### config.mk
export PLATFORM = sky130hd
export DESIGN_NAME = frwd_bypass_net_flat
export DESIGN_NICKNAME = d
export VERILOG_FILES = /design/src/rtl/frwd_bypass_net_if.sv /design/src/rtl/frwd_bypass_net.sv /design/src/flat_wrapper.sv
export SDC_FILE = /design/constraint.sdc
export NUM_CORES = 1
export LEC_CHECK = 0
export CAP_MARGIN = 5
export CORE_ASPECT_RATIO = 1.2
export CORE_MARGIN = 5
export CORE_UTILIZATION = 37
export CTS_BUF_LIST = sky130_fd_sc_hd__clkbuf_4 sky130_fd_sc_hd__clkbuf_8 sky130_fd_sc_hd__clkbuf_16
export CTS_CLUSTER_DIAMETER = 80
export DETAILED_ROUTE_END_ITERATION = 12
export PLACE_DENSITY = 0.84
export SETUP_SLACK_MARGIN = 0.02
export SKIP_CTS_REPAIR_TIMING = 1
export SYNTH_ARGS = -nofsm -noshare
export SYNTH_HDL_FRONTEND = slang
export SYNTH_SLANG_ARGS = --single-unit
### constraint.sdc
create_clock -name i_clk -period 2.76 [get_ports i_clk]
set_clock_uncertainty 0.15 [all_clocks]
set_input_delay 0.276 -clock i_clk [delete_from_list [all_inputs] [get_ports i_clk]]
set_output_delay 0.276 -clock i_clk [all_outputs]
set_load 0.02 [all_outputs]
### src/rtl/frwd_bypass_net_if.sv
// ID-stage side of the operand bypass network: decode fields, register-file data,
// stage results in; ALU operands, stall request and stall count out.
interface frwd_bypass_net_if #(
    parameter int XLEN    = 32,
    parameter int RADDR_W = 5,
    parameter int DEPTH   = 3,
    parameter int CNT_W   = 16
);
    logic                     i_issue_valid;
    logic [RADDR_W-1:0]       i_rd;
    logic                     i_rd_we;
    logic                     i_is_load;
    logic [RADDR_W-1:0]       i_rs1;
    logic [RADDR_W-1:0]       i_rs2;
    logic                     i_rs1_used;
    logic                     i_rs2_used;
    logic [XLEN-1:0]          i_rs1_rdata;
    logic [XLEN-1:0]          i_rs2_rdata;
    logic [XLEN-1:0]          i_pc;
    logic                     i_auipc;
    logic                     i_link;
    logic [DEPTH*XLEN-1:0]    i_stage_res;
    logic                     i_hold;
    logic                     i_flush;
    logic [XLEN-1:0]          o_op1;
    logic [XLEN-1:0]          o_op2;
    logic                     o_stall;
    logic [CNT_W-1:0]         o_stall_cnt;

    modport master (
        output i_issue_valid, i_rd, i_rd_we, i_is_load, i_rs1, i_rs2,
               i_rs1_used, i_rs2_used, i_rs1_rdata, i_rs2_rdata, i_pc,
               i_auipc, i_link, i_stage_res, i_hold, i_flush,
        input  o_op1, o_op2, o_stall, o_stall_cnt
    );

    modport slave (
        input  i_issue_valid, i_rd, i_rd_we, i_is_load, i_rs1, i_rs2,
               i_rs1_used, i_rs2_used, i_rs1_rdata, i_rs2_rdata, i_pc,
               i_auipc, i_link, i_stage_res, i_hold, i_flush,
        output o_op1, o_op2, o_stall, o_stall_cnt
    );
endinterface

### src/rtl/frwd_bypass_net.sv
// ID/EX operand bypass network: tracks in-flight destination tags, picks the youngest
// matching stage per source, and raises a load-use stall when that stage has no data yet.

module frwd_src_sel #(
    parameter int XLEN     = 32,
    parameter int RADDR_W  = 5,
    parameter int DEPTH    = 3,
    parameter int LOAD_LAT = 2
) (
    input  logic                          used,
    input  logic [RADDR_W-1:0]            idx,
    input  logic [DEPTH-1:0]              tag_vld,
    input  logic [DEPTH-1:0]              tag_ld,
    input  logic [DEPTH-1:0][RADDR_W-1:0] tag_rd,
    input  logic [DEPTH-1:0][XLEN-1:0]    stage_res,
    output logic                          hit,
    output logic                          not_rdy,
    output logic [XLEN-1:0]               fwd_data
);
    logic [DEPTH-1:0] match;

    always_comb begin
        match = '0;
        for (int k = 0; k < DEPTH; k++)
            match[k] = used && tag_vld[k] && (tag_rd[k] == idx) && (idx != '0);
    end

    // Walk oldest to youngest so the youngest match overwrites older ones.
    always_comb begin
        hit      = 1'b0;
        not_rdy  = 1'b0;
        fwd_data = '0;
        for (int k = DEPTH - 1; k >= 0; k--) begin
            if (match[k]) begin
                hit      = 1'b1;
                not_rdy  = tag_ld[k] && (k < LOAD_LAT);
                fwd_data = stage_res[k];
            end
        end
    end
endmodule

module frwd_bypass_net #(
    parameter int XLEN     = 32,
    parameter int RADDR_W  = 5,
    parameter int DEPTH    = 3,
    parameter int LOAD_LAT = 2,
    parameter int CNT_W    = 16
) (
    input  logic               i_clk,
    input  logic               i_rst_n,
    frwd_bypass_net_if.slave   bus
);
    localparam int NUM_SRC = 2;
    localparam logic [XLEN-1:0] LINK_OFS = XLEN'(4);

    // Tag pipe, entry 0 = EX (youngest)
    logic [DEPTH-1:0]              vld_pipe;
    logic [DEPTH-1:0]              ld_pipe;
    logic [DEPTH-1:0][RADDR_W-1:0] rd_pipe;
    logic [CNT_W-1:0]              stall_cnt;

    logic [DEPTH-1:0][XLEN-1:0]    stage_res;
    logic [NUM_SRC-1:0]            src_used;
    logic [NUM_SRC-1:0][RADDR_W-1:0] src_idx;
    logic [NUM_SRC-1:0]            src_hit;
    logic [NUM_SRC-1:0]            src_nrdy;
    logic [NUM_SRC-1:0][XLEN-1:0]  src_fwd;
    logic [NUM_SRC-1:0]            use_fwd;
    logic                          stall;
    logic                          push;

    assign stage_res = bus.i_stage_res;
    assign src_used  = {bus.i_rs2_used, bus.i_rs1_used};
    assign src_idx   = {bus.i_rs2, bus.i_rs1};

    for (genvar g = 0; g < NUM_SRC; g++) begin : g_src
        frwd_src_sel #(
            .XLEN     (XLEN),
            .RADDR_W  (RADDR_W),
            .DEPTH    (DEPTH),
            .LOAD_LAT (LOAD_LAT)
        ) u_sel (
            .used      (src_used[g]),
            .idx       (src_idx[g]),
            .tag_vld   (vld_pipe),
            .tag_ld    (ld_pipe),
            .tag_rd    (rd_pipe),
            .stage_res (stage_res),
            .hit       (src_hit[g]),
            .not_rdy   (src_nrdy[g]),
            .fwd_data  (src_fwd[g])
        );
        assign use_fwd[g] = src_hit[g] && !src_nrdy[g];
    end

    // A flushed instruction never stalls; it just becomes a bubble.
    assign stall = bus.i_issue_valid && !bus.i_flush && |(src_hit & src_nrdy);
    assign push  = bus.i_issue_valid && bus.i_rd_we && !stall && !bus.i_flush;

    always_comb begin
        bus.o_op1 = use_fwd[0] ? src_fwd[0] : (bus.i_auipc ? bus.i_pc : bus.i_rs1_rdata);
        bus.o_op2 = use_fwd[1] ? src_fwd[1] : (bus.i_link  ? LINK_OFS : bus.i_rs2_rdata);
    end

    assign bus.o_stall     = stall;
    assign bus.o_stall_cnt = stall_cnt;

    always_ff @(posedge i_clk or negedge i_rst_n) begin
        if (!i_rst_n) begin
            vld_pipe  <= '0;
            ld_pipe   <= '0;
            rd_pipe   <= '0;
            stall_cnt <= '0;
        end else if (!bus.i_hold) begin
            for (int k = 1; k < DEPTH; k++) begin
                vld_pipe[k] <= vld_pipe[k-1];
                ld_pipe[k]  <= ld_pipe[k-1];
                rd_pipe[k]  <= rd_pipe[k-1];
            end
            vld_pipe[0] <= push;
            ld_pipe[0]  <= bus.i_is_load;
            rd_pipe[0]  <= bus.i_rd;
            if (stall && (stall_cnt != '1))
                stall_cnt <= stall_cnt + 1'b1;
        end
    end
endmodule

### src/flat_wrapper.sv
// flat-port wrapper written by rule: the top's interface ports become plain ports
module frwd_bypass_net_flat 
#(
    parameter int XLEN     = 32,
    parameter int RADDR_W  = 5,
    parameter int DEPTH    = 3,
    parameter int LOAD_LAT = 2,
    parameter int CNT_W    = 16
)
  (i_clk, i_rst_n, bus_i_issue_valid, bus_i_rd, bus_i_rd_we, bus_i_is_load, bus_i_rs1, bus_i_rs2, bus_i_rs1_used, bus_i_rs2_used, bus_i_rs1_rdata, bus_i_rs2_rdata, bus_i_pc, bus_i_auipc, bus_i_link, bus_i_stage_res, bus_i_hold, bus_i_flush, bus_o_op1, bus_o_op2, bus_o_stall, bus_o_stall_cnt);
  frwd_bypass_net_if #(.XLEN(XLEN), .RADDR_W(RADDR_W), .DEPTH(DEPTH), .CNT_W(CNT_W)) bus_i ();
  input  logic i_clk;
  input  logic i_rst_n;
  input wire logic [$bits(bus_i.i_issue_valid)-1:0] bus_i_issue_valid;
  input wire logic [$bits(bus_i.i_rd)-1:0] bus_i_rd;
  input wire logic [$bits(bus_i.i_rd_we)-1:0] bus_i_rd_we;
  input wire logic [$bits(bus_i.i_is_load)-1:0] bus_i_is_load;
  input wire logic [$bits(bus_i.i_rs1)-1:0] bus_i_rs1;
  input wire logic [$bits(bus_i.i_rs2)-1:0] bus_i_rs2;
  input wire logic [$bits(bus_i.i_rs1_used)-1:0] bus_i_rs1_used;
  input wire logic [$bits(bus_i.i_rs2_used)-1:0] bus_i_rs2_used;
  input wire logic [$bits(bus_i.i_rs1_rdata)-1:0] bus_i_rs1_rdata;
  input wire logic [$bits(bus_i.i_rs2_rdata)-1:0] bus_i_rs2_rdata;
  input wire logic [$bits(bus_i.i_pc)-1:0] bus_i_pc;
  input wire logic [$bits(bus_i.i_auipc)-1:0] bus_i_auipc;
  input wire logic [$bits(bus_i.i_link)-1:0] bus_i_link;
  input wire logic [$bits(bus_i.i_stage_res)-1:0] bus_i_stage_res;
  input wire logic [$bits(bus_i.i_hold)-1:0] bus_i_hold;
  input wire logic [$bits(bus_i.i_flush)-1:0] bus_i_flush;
  output wire logic [$bits(bus_i.o_op1)-1:0] bus_o_op1;
  output wire logic [$bits(bus_i.o_op2)-1:0] bus_o_op2;
  output wire logic [$bits(bus_i.o_stall)-1:0] bus_o_stall;
  output wire logic [$bits(bus_i.o_stall_cnt)-1:0] bus_o_stall_cnt;
  assign bus_i.i_issue_valid = bus_i_issue_valid;
  assign bus_i.i_rd = bus_i_rd;
  assign bus_i.i_rd_we = bus_i_rd_we;
  assign bus_i.i_is_load = bus_i_is_load;
  assign bus_i.i_rs1 = bus_i_rs1;
  assign bus_i.i_rs2 = bus_i_rs2;
  assign bus_i.i_rs1_used = bus_i_rs1_used;
  assign bus_i.i_rs2_used = bus_i_rs2_used;
  assign bus_i.i_rs1_rdata = bus_i_rs1_rdata;
  assign bus_i.i_rs2_rdata = bus_i_rs2_rdata;
  assign bus_i.i_pc = bus_i_pc;
  assign bus_i.i_auipc = bus_i_auipc;
  assign bus_i.i_link = bus_i_link;
  assign bus_i.i_stage_res = bus_i_stage_res;
  assign bus_i.i_hold = bus_i_hold;
  assign bus_i.i_flush = bus_i_flush;
  assign bus_o_op1 = bus_i.o_op1;
  assign bus_o_op2 = bus_i.o_op2;
  assign bus_o_stall = bus_i.o_stall;
  assign bus_o_stall_cnt = bus_i.o_stall_cnt;
  frwd_bypass_net #(.XLEN(XLEN), .RADDR_W(RADDR_W), .DEPTH(DEPTH), .LOAD_LAT(LOAD_LAT), .CNT_W(CNT_W)) u_core (.i_clk(i_clk), .i_rst_n(i_rst_n), .bus(bus_i));
endmodule
### Word level (Yosys, flattened, before mapping)

Index checks and enable logic that the tools add are counted.

* register bits after elaboration: 36
* input bits: 218
* output and inout port bits: 81
* logic and storage cells: 70

* $add $sub $neg: 1
* equal/unequal tests: 7
* muxes and demuxes: 20
* bitwise logic cells: 2
* reductions and logical operators: 34

Operators by type and width (number)
* $mux 32: 10
* $eq 5x5->1: 6
* $logic_and 1x1->1: 26
* $add 16x1->16 const B: 1
* $ne 16x16->1 const B: 1
* $mux 1: 10
* $reduce_bool 5->1: 2
* $logic_not 1->1: 4
* $and 2x2->2: 1
* $reduce_and 2->1: 1
* $reduce_or 2->1: 1
* $not 1->1: 1

### Logic depth before layout (Yosys ltp)

* word-level depth: 12
* mapped depth: 9

### Modules after synthesis

A second synthesis with hierarchy kept.

* cells, all modules: 679
* area, all modules: 5103.6 um^2

Modules (own cells, without submodules)
* frwd_bypass_net: times used 1, cells each 325, area an instance 2751.4 um^2
* frwd_src_sel: times used 2, cells each 177, area an instance 1176.1 um^2

### Worst setup path after synthesis

OpenSTA, ideal clock, no wires.

* path type: register to output
* start point: register u_core.rd_pipe[9] in the netlist's numbering
* end point: output port bus_o_op1[23]
* arrival time: 2.407 ns
* slack: -0.073 ns
* cell stages (with the launch flop): 9
* cell sequence: dfrtp_1 > xor2_1 > or4_1 > or2_1 > buf_2 > a21oi_1 > a21oi_2 > clkbuf_1 > o21ai_0

* longest elaborated chain between the ends: 8

RTL lines
* from (decl): line frwd_bypass_net.sv:60 `logic [DEPTH-1:0][RADDR_W-1:0] rd_pipe;`
* from (signal, indexed assignment): line frwd_bypass_net.sv:119 `rd_pipe[k] <= rd_pipe[k-1];`
* $eq 5x5->1 *: line frwd_bypass_net.sv:25 `match[k] = used && tag_vld[k] && (tag_rd[k] == idx) && (idx != '0);`
* $logic_and 1x1->1 * (2 in series): line frwd_bypass_net.sv:25
* $mux 1 (2 in series): line frwd_bypass_net.sv:34 `if (match[k]) begin`
* $logic_not 1->1: line frwd_bypass_net.sv:94 `assign use_fwd[g] = src_hit[g] && !src_nrdy[g];`
* $logic_and 1x1->1: line frwd_bypass_net.sv:94
* $mux 32 *: line frwd_bypass_net.sv:102 `bus.o_op1 = use_fwd[0] ? src_fwd[0] : (bus.i_auipc ? bus.i_pc : bus.i_rs1_rdata);`
* to (decl): line flat_wrapper.sv:30 `output wire logic [$bits(bus_i.o_op1)-1:0] bus_o_op1;`

Mark *: on every way between the ends. The rest lies on a longest branch, timed or not.

### Final worst setup path

* start point: register u_core.rd_pipe[3] in the netlist's numbering
* end point: output port bus_o_op1[4]

* longest elaborated chain between the ends: 7

RTL lines (line)
* $eq 5x5->1 *: frwd_bypass_net.sv:25
* $logic_and 1x1->1 * (2 in series): frwd_bypass_net.sv:25
* $mux 1: frwd_bypass_net.sv:34
* $logic_not 1->1: frwd_bypass_net.sv:94
* $logic_and 1x1->1: frwd_bypass_net.sv:94
* $mux 32 *: frwd_bypass_net.sv:102

Marked as above.

==> results.yml <==
clock_network:
  cts.htree.levels: 2
  clkTransAtPathRegs_ps: 60
  cts_sinks: 36
  cts_buffers: 5
  root_buffer: "clkbuf_16"
  cts_tree: "done"
  clock_latency_ps: 280
  cts_buffer_depth: 2
timing:
  hold_viol: 0
  max_freq_ghz: 0.307
  rsz0062_at_grt: "yes"
  relSlewSlack: 0.661
  tns_ps: -24540
  layout_setup_ws_ps: -499
  min_period_ps: 3260
  setup_viol: 81
  slew_violations: 0
  worst_slew_pin_slew_ps: 509
  fin_crit_sh: 1.18
  holdWs_ps: 283
power:
  p_sw_mw: 0.705
  peakVddDrop_uv: 688
  p_clk_frac: 0.254
  pwr-share-comb: 0.470
  leakage_nw: 3.74
  seq_power_share: 0.276
  swShare: 0.316
  p_int_mw: 1.53
  power.density_nw_per_um2: 255
critical_path:
  arrival_ps: 2830
  critPathCaptureType: "primary output"
  startpoint_type: "flop"
  crit_path_max_fanout: 10
  path_class: "flop to primary output"
  path_cells: "buf_6 -> xor2_2 -> nor4_4 -> buf_4 -> nand4b_4 -> buf_6 -> a21oi_4 -> buf_12 -> buf_12 -> o211ai_1 -> o21ai_1 -> buf_4"
  crit_required_ps: 2330
  crit_path_max_incr_delay_ps: 430
  crit_slowest_cell: "dfrtp_1"
grt:
  grt_util_all_layers: 0.306
  grt_pass1_vias: 6283
  globalRoute.totalOverflow: 0
  grt_start_max_net_pins: 51
  grt_pass1_wl_um: 33800
  grt_antenna_before_repair: 2
floorplanning:
  io_pins: 299
  core_um2: 11500
  die_area_um2: 14000
  start_util: 0.377
  fp.dieH_um: 129
  die_x_um: 109
  rows: 43
detailed_routing:
  firstDrtPassIters: 5
  drt-vias-per-instance: 6.01
  wl_um: 25500
  drt-wirelength-per-cell_um: 23.9
  drcViolationCount: 0
  num_vias: 6416
  ant_nets: 0
  drt-initial-drc-count: 424
worst_hold_path:
  hold_class: "input pin to async pin"
logic_synthesis:
  synth-seq-cells: 36
  yosys_warnings: 0
  postSynthCellCount: 557
  synth_area_leaders: "dfrtp_1 21%, o21ai_0 10%, nand3_1 7.8%, a221o_1 7.2%, mux2i_1 6.7%"
  synth_nets: 776
  syn_area_per_cell_um2: 7.79
  yosys.area.top_type: "dfrtp_1"
  synth.top_cell.area_share: 0.208
  netlist_area_um2: 4340
  yosysUniqueCellTypes: 48
  synth_seq_area_share: 0.208
placed_design:
  gp_congestion: 0.928
  hpwl_um: 17900
  preCtsSetupSlack_ps: -1210
  place_area_um2: 8030
  io_buffers: 298
finish:
  postLayoutCellArea_um2: 8750
  fillerInstances: 838
  drive_above_1_share: 0.265
  postLayoutCoreUtil: 0.760
  synthToLayoutAreaGrowth_pct: 102
  layout.nets: 1126
status:
  status: "finished, violations left"
  violations: "negative setup slack"
job:
  drv_cap: 0
power groups by stage:
stage | Combinational (mW) | Sequential, mW | Clock (mW)
after floorplan | 0.329 | 0.617 | 0
after global placement | 0.945 | 0.616 | 0
after detailed placement | 0.970 | 0.619 | 0
after CTS | 0.978 | 0.611 | 0.571
after global routing | 1.10 | 0.619 | 0.595
final | 1.05 | 0.616 | 0.567
through the flow:
| step | power (mW) | std cells |
|---|---|---|
| 2_1_floorplan | 0.945 | 557 |
| 3_3_place_gp | 1.56 | 1035 |
| 3_5_place_dp | 1.59 | 1035 |
| 4_1_cts | 2.16 | 1043 |
| 5_1_grt | 2.31 | 1067 |
| 6_report | 2.23 | 1067 |
placed cells by master, fill, tap and decap left out, types with 15 or more instances in the layout:
cell type	netlist	routed
dfrtp_1	36	35
o211ai_1	30	30
a221o_1	31	31
buf_6	0	15
o21ai_0	88	24
nand2_1	43	42
nand3b_1	32	32
xor2_1	28	27
o21ai_1	10	64
clkdlybuf4s50_1	0	222
mux2i_1	29	29
mux2_2	19	19
buf_4	0	106
nand3_1	68	68
Yosys cell counts (all sizes together):
library cell	number
nor2	8
nand3	68
a21oi	9
and4	3
ha	1
nand4b	2
a41oi	1
mux2i	29
mux2	19
or2	1
xnor2	17
nand3b	32
and4bb	1
clkbuf	38
nand2	43
o31ai	1
xor2	28
dfrtp	36
nor2b	5
or4	4
nor3b	5
or3	1
o211ai	30
a211oi	5
a221o	31
inv	1
a31oi	1
and3	2
nand4	3
and4b	1
a41o	1
and2	1
nand2b	2
a22o	1
nor4b	1
buf	14
o21ai	99
nor4	4
nor3	7
o2bb2ai	1
flip-flops by register name, summed over array words and instances (netlist names):
signal	flops
u_core.ld_pipe	2
u_core.vld_pipe	3
u_core.rd_pipe	15
u_core.bus.o_stall_cnt	16
final timing paths:
check                           slack (ps)                    endpoint  cells after the start                        from
worst min register to register         350  u_core.bus.o_stall_cnt[15]                      1  u_core.bus.o_stall_cnt[15]
max in group asynchronous             1810           u_core.rd_pipe[5]                      2                     i_rst_n
worst min-delay path                   280   u_core.bus.o_stall_cnt[0]                      2                     i_rst_n
min in group i_clk                     350  u_core.bus.o_stall_cnt[15]                      1  u_core.bus.o_stall_cnt[15]
worst max register to register        -310   u_core.bus.o_stall_cnt[4]                     11           u_core.rd_pipe[3]
worst max-delay path                  -500                bus_o_op1[4]                     12           u_core.rd_pipe[3]
layer usage:
| metal | track usage | part of all wire |
|---|---|---|
| met1 | 0.334 | 0.34 |
| met2 | 0.530 | 0.50 |
| met3 | 0.0743 | 0.097 |
| met4 | 0.186 | 0.068 |
| met5 | 0 | 0 |
worst max-delay path: cells and delay by family (launching register included):
family          cells  cell delay, ps
xor+xnor            1             160
flops               1             430
simple gates        2             520
buf+inv             6            1000
compound gates      3             440
cell families (layout without fill, tap and decap cells):
kind of cell             after synthesis  after routing  share of synthesized area
AND/OR/NAND/NOR                      194            194                      0.253
other                                  0              2                          0
XOR/XNOR                              45             45                     0.0908
flip-flops                            36             36                      0.208
adder cells (fa/ha/maj)                1              1                    0.00288
buffers and inverters                 53            404                     0.0502
AO/OA/AOI/OAI                        180            180                      0.280
multiplexers                          48             48                      0.116
layout make-up:
class                           count  area, um^2  share of cell area
Antenna cell                        2        5.00            0.000572
Clock buffer                        7         140              0.0160
Clock inverter                      1        8.76             0.00100
Inverter                            1        3.75            0.000429
Multi-Input combinational cell    468        3510               0.402
Sequential cell                    36         902               0.103
Tap cell                          157         196              0.0225
Timing Repair Buffer              395        3980               0.455
Note: power is estimated with default switching activity, not from simulation.
